## config.mk

```make
export PLATFORM = sky130hd
export DESIGN_NAME = draw_engine
export DESIGN_NICKNAME = d
export VERILOG_FILES = /design/src/rtl/draw_engine.sv
export SDC_FILE = /design/constraint.sdc
export NUM_CORES = 1
export LEC_CHECK = 0
export ABC_AREA = 1
export ABC_CLOCK_PERIOD_IN_PS = 4950
export CORE_MARGIN = 2
export CORE_UTILIZATION = 40
export CTS_BUF_LIST = sky130_fd_sc_hd__clkbuf_8
export CTS_CLUSTER_DIAMETER = 80
export CTS_CLUSTER_SIZE = 30
export DETAILED_ROUTE_END_ITERATION = 16
export SLEW_MARGIN = 5
export SYNTH_ARGS = -nofsm -noshare
export SYNTH_HDL_FRONTEND = slang
export SYNTH_SLANG_ARGS = --single-unit
export TNS_END_PERCENT = 30
```

## constraint.sdc

```tcl
create_clock -name clk -period 4.95 [get_ports clk]
set_input_delay 0.495 -clock clk [delete_from_list [all_inputs] [get_ports clk]]
set_output_delay 0.495 -clock clk [all_outputs]
set_load 0.02 [all_outputs]
```

## src/rtl/draw_engine.sv

```systemverilog
// draw_engine: rasterises the wall column or the bird sprite into one VGA pixel write per cycle.
// It also keeps a record of the last wall and a sticky bird collision flag.
// Optional feature macro: DRAW_ENGINE_COLLISION_EN builds the wall record and the collision logic.
// Without it, touched is tied to 0.
module draw_engine #(
  parameter int unsigned SCREEN_W = 160,
  parameter int unsigned SCREEN_H = 120,
  parameter int unsigned BIRD_W   = 4,
  parameter int unsigned BIRD_H   = 4,
  parameter int unsigned WALL_W   = 8,
  parameter int unsigned GAP_H    = 40
) (
  input  logic       clk,
  input  logic       reset,
  input  logic       req,
  input  logic       sel,
  input  logic [7:0] pos_x,
  input  logic [6:0] pos_y,
  input  logic [2:0] colour,
  output logic       busy,
  output logic       done,
  output logic [7:0] x,
  output logic [6:0] y,
  output logic [2:0] colour_out,
  output logic       plot,
  output logic       touched
);

  localparam logic [8:0] ScreenW   = 9'(SCREEN_W);
  localparam logic [8:0] ScreenH   = 9'(SCREEN_H);
  localparam logic [8:0] GapH      = 9'(GAP_H);
  localparam logic [8:0] BirdWLast = 9'(BIRD_W - 1);
  localparam logic [8:0] BirdHLast = 9'(BIRD_H - 1);
  localparam logic [8:0] WallWLast = 9'(WALL_W - 1);
  localparam logic [8:0] WallHLast = 9'(SCREEN_H - 1);

  typedef enum logic [1:0] {StIdle, StDraw, StDone} state_e;

  state_e     state_q, state_d;
  logic       sel_q;
  logic [7:0] px_q;
  logic [6:0] py_q;
  logic [2:0] col_q;
  logic [8:0] dx_q, dx_d, dy_q, dy_d;

  logic       accept, emit;
  logic       p_sel;
  logic [7:0] p_x;
  logic [6:0] p_y;
  logic [2:0] p_col;
  logic [8:0] w_last, h_last, sx, sy;
  logic       gap_row, pix_on;
  logic [2:0] pix_col;

  assign busy = (state_q != StIdle);
  assign done = (state_q == StDone);

  // Next state, raster counters and the pixel to be registered at this edge.
  // On the accept edge the pixel source is the live inputs, so pixel 0 shows up in cycle 1.
  always_comb begin
    state_d = state_q;
    dx_d    = dx_q;
    dy_d    = dy_q;
    accept  = 1'b0;
    emit    = 1'b0;
    p_sel   = sel_q;
    p_x     = px_q;
    p_y     = py_q;
    p_col   = col_q;
    w_last  = sel_q ? BirdWLast : WallWLast;
    h_last  = sel_q ? BirdHLast : WallHLast;
    unique case (state_q)
      StIdle: begin
        if (req) begin
          state_d = StDraw;
          accept  = 1'b1;
          emit    = 1'b1;
          dx_d    = '0;
          dy_d    = '0;
          p_sel   = sel;
          p_x     = pos_x;
          p_y     = pos_y;
          p_col   = colour;
        end
      end
      StDraw: begin
        if (dx_q == w_last && dy_q == h_last) begin
          state_d = StDone;
        end else begin
          emit = 1'b1;
          if (dx_q == w_last) begin
            dx_d = '0;
            dy_d = dy_q + 9'd1;
          end else begin
            dx_d = dx_q + 9'd1;
          end
        end
      end
      StDone:  state_d = StIdle;
      default: state_d = StIdle;
    endcase

    sx      = {1'b0, p_x} + dx_d;
    sy      = p_sel ? ({2'b0, p_y} + dy_d) : dy_d;
    gap_row = (dy_d >= {2'b0, p_y}) && (dy_d < ({2'b0, p_y} + GapH));
    pix_col = (!p_sel && gap_row) ? 3'b000 : p_col;
    pix_on  = emit && (sx < ScreenW) && (sy < ScreenH);
  end

  // State, latched request and pixel output registers; pixel fields hold while plot is low.
  always_ff @(posedge clk) begin
    if (reset) begin
      state_q    <= StIdle;
      dx_q       <= '0;
      dy_q       <= '0;
      sel_q      <= 1'b0;
      px_q       <= '0;
      py_q       <= '0;
      col_q      <= '0;
      plot       <= 1'b0;
      x          <= '0;
      y          <= '0;
      colour_out <= '0;
    end else begin
      state_q <= state_d;
      dx_q    <= dx_d;
      dy_q    <= dy_d;
      if (accept) begin
        sel_q <= sel;
        px_q  <= pos_x;
        py_q  <= pos_y;
        col_q <= colour;
      end
      plot <= pix_on;
      if (pix_on) begin
        x          <= sx[7:0];
        y          <= sy[6:0];
        colour_out <= pix_col;
      end
    end
  end

`ifdef DRAW_ENGINE_COLLISION_EN
  logic       wall_valid, hit_d, hit_q, touched_q;
  logic [7:0] wall_x;
  logic [6:0] wall_gap;
  logic [8:0] bx, by, wx, wg;
  logic       x_ovl, y_out, floor_hit;

  // Bird collision against the recorded wall and the floor, evaluated on the live request inputs.
  always_comb begin
    bx        = {1'b0, pos_x};
    by        = {2'b0, pos_y};
    wx        = {1'b0, wall_x};
    wg        = {2'b0, wall_gap};
    x_ovl     = (bx + BirdWLast >= wx) && (wx + WallWLast >= bx);
    y_out     = (by < wg) || (by + BirdHLast > wg + GapH - 9'd1);
    floor_hit = (by + 9'(BIRD_H)) > ScreenH;
    hit_d     = (wall_valid && x_ovl && y_out) || floor_hit;
  end

  // Wall record at accept; bird result held until the DRAW->DONE edge so done sees it.
  always_ff @(posedge clk) begin
    if (reset) begin
      wall_valid <= 1'b0;
      wall_x     <= '0;
      wall_gap   <= '0;
      hit_q      <= 1'b0;
      touched_q  <= 1'b0;
    end else begin
      if (accept && !sel) begin
        wall_valid <= 1'b1;
        wall_x     <= pos_x;
        wall_gap   <= pos_y;
      end
      if (accept && sel) hit_q <= hit_d;
      if (state_q == StDraw && state_d == StDone && sel_q) touched_q <= touched_q | hit_q;
    end
  end

  assign touched = touched_q;
`else
  assign touched = 1'b0;
`endif

endmodule

```

Word level (Yosys, flattened, before mapping). Cells that the tools add are included.

$add $sub $neg: 5. Order comparisons: 4. Eq/ne operators: 6. Mux-type cells: 27. Reduce and logical (&&, ||, !) cells: 9.

Operators by type and width (count): $mux 9 (7); $pmux 9 s2 (2); $mux 7 (3); $add 9x1->9 const B (2); $mux 8 (2); $mux 3 (4); $add 7x9->9 (1); $add 8x9->9 (1); $eq 9x3->1 (1); $eq 9x7->1 (1); $ge 9x7->1 (1); $lt 9x7->1 const B (1); $lt 9x8->1 (1); $lt 9x8->1 const B (1); $add 7x6->8 const B (1); $logic_and 1x1->1 (5); $mux 1 (5); $mux 2 (2); $ne 2x2->1 const B (2); $pmux 2 s2 (1); $eq 2x1->1 const B (1); $eq 2x2->1 const B (1); $logic_not 2->1 (1); $pmux 1 s2 (1); 3 further kinds (3).

Flip-flop bits (word level): 58. Bits of input ports: 22. Output and inout bits: 22. Word-level logic and storage cells: 62.

Logic depth before layout (Yosys ltp). Gate-level depths: netlist of the first run.

Word-level depth: 9. Depth in mapped cells: 27. Gate-level depth less buffers: 26.

Least setup slack after synthesis of the first run. Ideal clock, no wire load.

Path type: register -> register. Start: register dx_q[0]. End: register x[0]. Library setup time: 115 ps. Data arrival time: 3375 ps. Required time: 4835 ps. Setup slack: 1460 ps. Stages on the path, launching flop included: 24. Cell sequence: dfxtp_1 -> ha_1 -> nand4_1 -> nor2_4 -> nand2_1 -> inv_1 -> nand2_1 -> nand2_1 -> inv_1 -> o21ai_1 -> inv_1 -> ha_1 -> fa_1 -> nand3_1 -> nand3_1 -> xor2_1 -> or2_2 -> nand2_1 -> nand2_1 -> nor2_1 -> nor2_2 -> buf_4 -> a21oi_1 -> nor2_1.

Word-level cells in the longest chain between the ends: 8.

Ends and longest elaborated chain: start: declaration (line 44) `logic [8:0] dx_q, dx_d, dy_q, dy_d;`; start signal: assignment (line 114) `dx_q <= '0;`; start signal: assignment (line 126) `dx_q <= dx_d;`; $eq 9x3->1 * (line 87, 91); $mux 9 or $logic_and 1x1->1 (tied branches) (line 91, 87); $mux 9 * (line 87) `if (dx_q == w_last && dy_q == h_last) begin`; $pmux 9 s2 * (line 72) `unique case (state_q)`; net dy_d[0] (line 44); $add 7x9->9 (line 104) `sy = p_sel ? ({2'b0, p_y} + dy_d) : dy_d;`; $mux 9 * (line 104); $lt 9x7->1 * (line 107) `pix_on = emit && (sx < ScreenW) && (sy < ScreenH);`; $logic_and 1x1->1 * (line 107); end signal: assignment (line 136) `x <= sx[7:0];`; end: declaration (line 22) `output logic [7:0] x,`.

The timed path passes the listed nets; every way through them passes the cells marked *. A chain may end at the register's enable or synchronous reset.

Worst setup path in the final report of the first run.
Start: register dx_q[0]. End: register y[5].

Word-level cells in the longest chain between the ends: 8.

Ends and longest elaborated chain: $eq 9x3->1 * (line 87, 91); $mux 9 or $logic_and 1x1->1 (tied branches) (line 91, 87); $mux 9 * (line 87); $pmux 9 s2 * (line 72); net dy_d[0] (line 44); $add 7x9->9 (line 104); $mux 9 * (line 104); $lt 9x7->1 (line 107); $logic_and 1x1->1 (line 107); end signal: assignment (line 137) `y <= sy[6:0];`; end: declaration (line 23) `output logic [6:0] y,`.

Marked as above.

==> results of run 1 <==
worst min-delay path, stage by stage, from the launching register on:
cell and delay [ps]:
dfxtp_1 310, nand2_1 50, a21oi_1 70
how the worst min path moves through the flow:
stage                                     startpoint                         end  slack [ps]
final                          col_q[0]$_SDFFE_PP0P_       col_q[0]$_SDFFE_PP0P_         480
after CTS                      col_q[0]$_SDFFE_PP0P_       col_q[0]$_SDFFE_PP0P_         480
after detailed placement  colour_out[2]$_SDFFE_PP0P_  colour_out[2]$_SDFFE_PP0P_         460
after global routing           col_q[2]$_SDFFE_PP0P_       col_q[2]$_SDFFE_PP0P_         500
after floorplan                col_q[0]$_SDFFE_PP0P_       col_q[0]$_SDFFE_PP0P_         440
after global placement         col_q[0]$_SDFFE_PP0P_       col_q[0]$_SDFFE_PP0P_         460
per-layer routing:
| metal | up-vias | track usage (%) | share of wire [%] |
|---|---|---|---|
| met3 | 14 | 2.93 | 4.6 |
| li1 | 2116 | - | - |
| met2 | 98 | 31.9 | 44 |
| met4 | 0 | 6.00 | 1.6 |
| met1 | 1800 | 27.0 | 50 |
| met5 | - | 0 | 0 |
through the flow:
step                instances  instance area [um2]  total power, mW
finish                    817                 4820             1.37
detailed placement        801                 4600            0.886
global placement          801                 4600            0.884
global route              817                 4820             1.45
floorplan                 641                 4090            0.772
CTS                       817                 4820             1.38
sequential cells by signal, summed over array words and instances (netlist names):
register,count
dx_q,9
dy_q,9
px_q,8
x,8
py_q,7
y,7
col_q,3
colour_out,3
state_q,2
plot,1
sel_q,1
kinds of logic (layout without fill, tap and decap cells):
family	after synthesis	in the layout	synth area share, %
XOR/XNOR	12	12	2.57
adder cells (fa/ha/maj)	31	31	9.86
buffers and inverters	103	146	10.3
AO/OA/AOI/OAI	80	80	10.7
flip-flops	58	58	28.4
AND/OR/NAND/NOR	356	356	38.1
other	1	1	0.0918
power by group:
group	leakage (nW)	switching, mW	total (mW)	internal, mW
Combinational	1.83	0.215	0.357	0.142
Sequential	0.476	0.0173	0.520	0.502
Clock	0.113	0.198	0.492	0.294
Total	2.42	0.431	1.37	0.939
cell type report:
type                       count  area [um2]  area share [%]
multi-input combinational    480        2500            52.0
sequential                    58        1160            24.1
inverter                      83         312            6.46
clock inverter                 6        81.3            1.69
tap                          133         166            3.45
clock buffer                  10         138            2.85
timing repair buffer          47         458            9.50
cell usage after synthesis:
cell | instances | area share, %
nor2_2 | 3 | 0.46
clkinv_1 | 1 | 0.092
nor3_2 | 1 | 0.25
a31o_2 | 3 | 0.64
buf_2 | 8 | 0.98
buf_6 | 1 | 0.28
o21ai_2 | 1 | 0.21
fa_1 | 2 | 0.98
nand4_1 | 16 | 2.5
xor2_1 | 9 | 1.9
nand3b_1 | 2 | 0.37
dfxtp_1 | 58 | 28
conb_1 | 1 | 0.092
o211ai_1 | 1 | 0.18
o21ai_1 | 3 | 0.37
xnor2_1 | 3 | 0.64
buf_4 | 4 | 0.74
a211oi_1 | 1 | 0.18
clkbuf_1 | 7 | 0.64
inv_2 | 8 | 0.74
a21oi_1 | 36 | 4.4
o22ai_1 | 1 | 0.15
inv_1 | 74 | 6.8
or2_4 | 1 | 0.21
or2_2 | 17 | 2.6
nor3_1 | 7 | 0.86
ha_1 | 29 | 8.9
a31oi_1 | 2 | 0.31
a21o_1 | 1 | 0.18
nor3_4 | 1 | 0.40
o21ai_0 | 27 | 3.3
nand2b_1 | 1 | 0.15
nand3_2 | 2 | 0.49
nand2_2 | 2 | 0.31
nor2_4 | 1 | 0.28
nand2_1 | 179 | 16
nand3_1 | 50 | 6.1
nor2_1 | 73 | 6.7
o21bai_1 | 4 | 0.74
==> impl_metrics.env, run 1 <==
export IMPL_layout_commonest_cell="nand2_1"
export IMPL_htree_num_levels=3
export IMPL_chipHeight_um=105
export IMPL_area_delta_synth_final_pct=18.0
export IMPL_rows=36
export IMPL_grt_pass1_vias=3801
export IMPL_wl_per_cell_um=12.9
export IMPL_drive_gt1_share_pct=8.77
export IMPL_worstRegToRegCells=23
export IMPL_via_per_inst=4.93
export IMPL_first_iter_violations=186
export IMPL_grt_pass1_wl_mm=17.8
export IMPL_power_density_mw_per_mm2=284
export IMPL_reg2reg_to="y[5]$_SDFFE_PP0P_"
export IMPL_clk_latency_ps=330
export IMPL_cts_resized=0
export IMPL_fin_crit_ps=4230
export IMPL_grtUsageTotal_pct=19.7
export IMPL_firstDrtPassIters=5
export IMPL_post_cts_setup_buffer_count=0
export IMPL_hold_buffers=0
export IMPL_finalCoreUtilization_pct=48.9
export IMPL_place_ws_ps=771
export IMPL_die_w_um=105
export IMPL_power_leakage_nw=2.42
export IMPL_yosysSeqAreaShare_pct=28.4
export IMPL_max_freq_ghz=0.237
export IMPL_drt_total_wl_mm=10.5
export IMPL_clkTransAtPathRegs_ps=70
export IMPL_grt_overflow=0
export IMPL_fin_ws_ps=724
export IMPL_grt_setup_unrepaired="no"
export IMPL_antenna_found_initial=0
export IMPL_synth_cell_types=39
export IMPL_worst_slew_margin_rel_pct=52.2
export IMPL_worstPathCellList="ha_1, nand4_1, nor2_4, nand2_1, inv_1, nand2_1, nand2_1, inv_1, o21ai_1, inv_1, ha_1, fa_1, nand3_1, nand3_1, xor2_1, or2_2, nand2_1, nand2_1, nor2_1, nor2_2, buf_4, a21oi_1, nor2_1"
export IMPL_cp_depth=23
export IMPL_clock_path_buffers=2
export IMPL_worst_setup_path_type="register to register"
export IMPL_cp_num_buf_inv=4
export IMPL_io_pins=44
export IMPL_initial_utilization_pct=41.4
export IMPL_synth_seq_cells=58
export IMPL_num_vias=4028
export IMPL_yosys_warnings=0
export IMPL_cts_root_buf="clkbuf_8"
export IMPL_grt_max_degree=42
export IMPL_ir_worst_vdd_mv=0.146
export IMPL_cts_num_sinks=58
export IMPL_port_buffers=42
export IMPL_slew_violations=0
export IMPL_cap_violations=0
export IMPL_worst_pin_slew_ps=716
export IMPL_antennaDiodeCount=0
export IMPL_most_common_layout_cells="nand2_1, inv_1, nor2_1"
export IMPL_slowest_delay_ps=440
export IMPL_finClkSkew_ps=13.4
export IMPL_crit_slowest_cell="fa_1"
export IMPL_cp_start_kind="register"
export IMPL_netlist_area_mm2=0.00409
export IMPL_dpl_hpwl_mm=7.80
export IMPL_fillCellCount=1012
export IMPL_crit_arrival_ps=4440
export IMPL_setup_viol=0
export IMPL_path_delay_family="simple AND/OR/NAND/NOR gates"
export IMPL_critPathCaptureType="register"
export IMPL_worstReg2RegStart="dx_q[0]$_SDFF_PP0_"
export IMPL_path_common_cell="nand2_1"
export IMPL_nets=732
export IMPL_holdWs_ps=479
export IMPL_dieArea_mm2=0.0110
export IMPL_synth_cells=641
export IMPL_tns_ps=0
export IMPL_cts_made_buffers=9
export IMPL_drc=0
export IMPL_crit_end="y[5]$_SDFFE_PP0P_"
export IMPL_crit_required_ps=5160
export IMPL_core_area_mm2=0.00986
export IMPL_syn_avg_cell_area_um2=6.37
export IMPL_status="finished, final reports clean"
export IMPL_cts_tree="done"
export IMPL_finalCritPeriodShare_pct=85.4
export IMPL_worstPathMaxFanout=23
export IMPL_crit_path_start="dx_q[0]$_SDFF_PP0_"
export IMPL_holdPathStages=2
export IMPL_rrSetupSlack_ps=720
export IMPL_finalHoldViolCount=0
export IMPL_gp_congestion=0.875
export IMPL_synth_nets=694
export IMPL_min_path_type="register to register"
export IMPL_final_antenna_net_count=0
(Power assumes the default switching activity.)
==> run 2: changes to the inputs <==
--- a/config.mk
+++ b/config.mk
@@ -8,12 +8,11 @@
 export ABC_AREA = 1
 export ABC_CLOCK_PERIOD_IN_PS = 4950
 export CORE_MARGIN = 2
-export CORE_UTILIZATION = 40
+export CORE_UTILIZATION = 30
 export CTS_BUF_LIST = sky130_fd_sc_hd__clkbuf_8
 export CTS_CLUSTER_DIAMETER = 80
 export CTS_CLUSTER_SIZE = 30
 export DETAILED_ROUTE_END_ITERATION = 16
-export SLEW_MARGIN = 5
 export SYNTH_ARGS = -nofsm -noshare
 export SYNTH_HDL_FRONTEND = slang
 export SYNTH_SLANG_ARGS = --single-unit
==> run 2 against run 1 <==
  * Largest cell class unchanged
  * Wire length rose by 3.3%
  * Critical endpoint unchanged
  * Largest power group unchanged
  * Clock power fell by 18%
  * Final cell count rose by 5.3%
  * Sequential power barely moved
  * Highest routed layer unchanged
  * Sequential cell count did not move
  * Design area rose by 0.36%
  * Sequential share of layout area fell by 0.087 points
  * Non-clock buffer count did not move
  * Critical path type unchanged
  * Worst hold slack got worse by 8.0 ps
  * Count of clock-buffer cells in the layout rose by 2
==> impl_metrics.env, run 2 (synthesized netlist as in run 1, its figures left out) <==
export IMPL_via_per_inst=4.59
export IMPL_switching_share_pct=32.7
export IMPL_first_iter_violations=276
export IMPL_worstPathMaxFanout=23
export IMPL_slew_violations=0
export IMPL_power_leakage_nw=2.41
export IMPL_cp_start_kind="register"
export IMPL_grtUsageTotal_pct=15.7
export IMPL_critPathCaptureType="register"
export IMPL_fin_crit_ps=4060
export IMPL_final_antenna_net_count=0
export IMPL_area_delta_synth_final_pct=18.4
export IMPL_io_pins=44
export IMPL_drive_gt1_share_pct=8.63
export IMPL_drc=0
export IMPL_clk_latency_ps=350
export IMPL_clkTransAtPathRegs_ps=70
export IMPL_core_area_mm2=0.0133
export IMPL_clock_path_buffers=2
export IMPL_num_vias=3950
export IMPL_status="finished, final reports clean"
export IMPL_dpl_hpwl_mm=7.95
export IMPL_nets=732
export IMPL_tns_ps=0
export IMPL_dieArea_mm2=0.0146
export IMPL_rows=42
export IMPL_firstDrtPassIters=5
export IMPL_port_buffers=42
export IMPL_cts_num_sinks=58
export IMPL_crit_required_ps=5180
export IMPL_reg_largest_list="dx_q x9, dy_q x9"
export IMPL_max_freq_ghz=0.246
export IMPL_ff_latch_area_mm2=0.00116
export IMPL_min_path_type="register to register"
export IMPL_grt_pass1_wl_mm=18.2
export IMPL_worst_pin_slew_ps=723
export IMPL_multi_input_area_mm2=0.00250
export IMPL_drt_total_wl_mm=10.9
export IMPL_grt_overflow=0
export IMPL_chipHeight_um=121
export IMPL_setup_viol=0
export IMPL_power_frac_seq_pct=40.5
export IMPL_cts_made_buffers=9
export IMPL_gp_congestion=0.905
export IMPL_cts_resized=0
export IMPL_combPwrFrac_pct=28.1
export IMPL_crit_arrival_ps=4300
export IMPL_most_common_layout_cells="nand2_1, inv_1, nor2_1"
export IMPL_worst_slew_margin_rel_pct=51.8
export IMPL_place_ws_ps=917
export IMPL_initial_utilization_pct=30.7
export IMPL_cts_tree="done"
export IMPL_die_w_um=121
export IMPL_antennaDiodeCount=0
export IMPL_antenna_found_initial=0
export IMPL_power_density_mw_per_mm2=265
export IMPL_cap_violations=0
export IMPL_rrSetupSlack_ps=890
export IMPL_internal_power_mw=0.863
export IMPL_cts_root_buf="clkbuf_8"
export IMPL_grt_max_degree=42
export IMPL_finClkSkew_ps=8.02
export IMPL_fillCellCount=1401
export IMPL_htree_num_levels=3
export IMPL_finalCritPeriodShare_pct=82.1
export IMPL_grt_pass1_vias=3651
export IMPL_clockPowerShare_pct=31.4
export IMPL_grt_setup_unrepaired="no"
export IMPL_wl_per_cell_um=12.7
export IMPL_finalHoldViolCount=0
export IMPL_holdWs_ps=471
export IMPL_ir_worst_vdd_mv=0.178
export IMPL_hold_buffers=0
export IMPL_post_cts_setup_buffer_count=0
export IMPL_fin_ws_ps=886
export IMPL_layout_commonest_cell="nand2_1"
export IMPL_worst_setup_path_type="register to register"
export IMPL_p_total_mw=1.28
export IMPL_p_sw_mw=0.419
[run 2: cell count changes in the layout (fill, tap and decap cells not counted), sizes merged]
cell	delta
bufinv	-2
clkinvlp	-1
clkbuf	+2
inv	+1
[run 2: power groups by stage]
| stage | clock, mW | combinational (mW) | sequential, mW |
|---|---|---|---|
| final | 0.403 | 0.360 | 0.519 |
| after global routing | 0.437 | 0.404 | 0.523 |
| after CTS | 0.414 | 0.361 | 0.519 |
| after detailed placement | 0 | 0.357 | 0.528 |
| after global placement | 0 | 0.360 | 0.530 |
| after floorplan | 0 | 0.220 | 0.552 |
[run 2: worst paths after layout]
check                                           start                    end  cells after the start
worst max-delay path               dx_q[0]$_SDFF_PP0_      y[5]$_SDFFE_PP0P_                     23
worst min register to register  col_q[0]$_SDFFE_PP0P_  col_q[0]$_SDFFE_PP0P_                      2
worst max register to register     dx_q[0]$_SDFF_PP0_      y[5]$_SDFFE_PP0P_                     23
worst min-delay path            col_q[0]$_SDFFE_PP0P_  col_q[0]$_SDFFE_PP0P_                      2
[run 2: through the flow]
step / std cells / instance area, um2 / utilization (%)
global route: 860 / 4840 / 36.4
finish: 860 / 4840 / 36.4
global placement: 844 / 4660 / 35.0
floorplan: 641 / 4090 / -
detailed placement: 844 / 4660 / 35.0
CTS: 860 / 4840 / 36.4
[run 2: worst max-delay path, stage by stage, from the launching register on]
cell	delay [ps]
dfxtp_1	390
ha_1	270
nand4_1	170
nor2_4	250
nand2_1	120
inv_1	110
nand2_1	100
nand2_1	90
inv_1	40
o21ai_1	250
inv_1	80
ha_1	250
fa_1	430
nand3_1	90
nand3_1	90
xor2_1	160
or2_2	270
nand2_1	100
nand2_1	60
nor2_1	140
nor2_2	40
buf_4	200
a21oi_1	150
nor2_1	60
[run 2: layout make-up]
class                      instances  area share, %
sequential                        58           24.0
timing repair buffer              47           9.46
clock buffer                      12           3.41
tap                              176           4.55
inverter                          83           6.44
clock inverter                     4          0.362
multi-input combinational        480           51.8
[run 2: per-layer routing]
layer  wire length, um  up-vias  GRT usage [%]
li1                  -     2118              -
met1              5680     1734           22.8
met2              4570       89           23.1
met3               512        9           3.58
met4               130        0           4.51
met5                 0        -              0
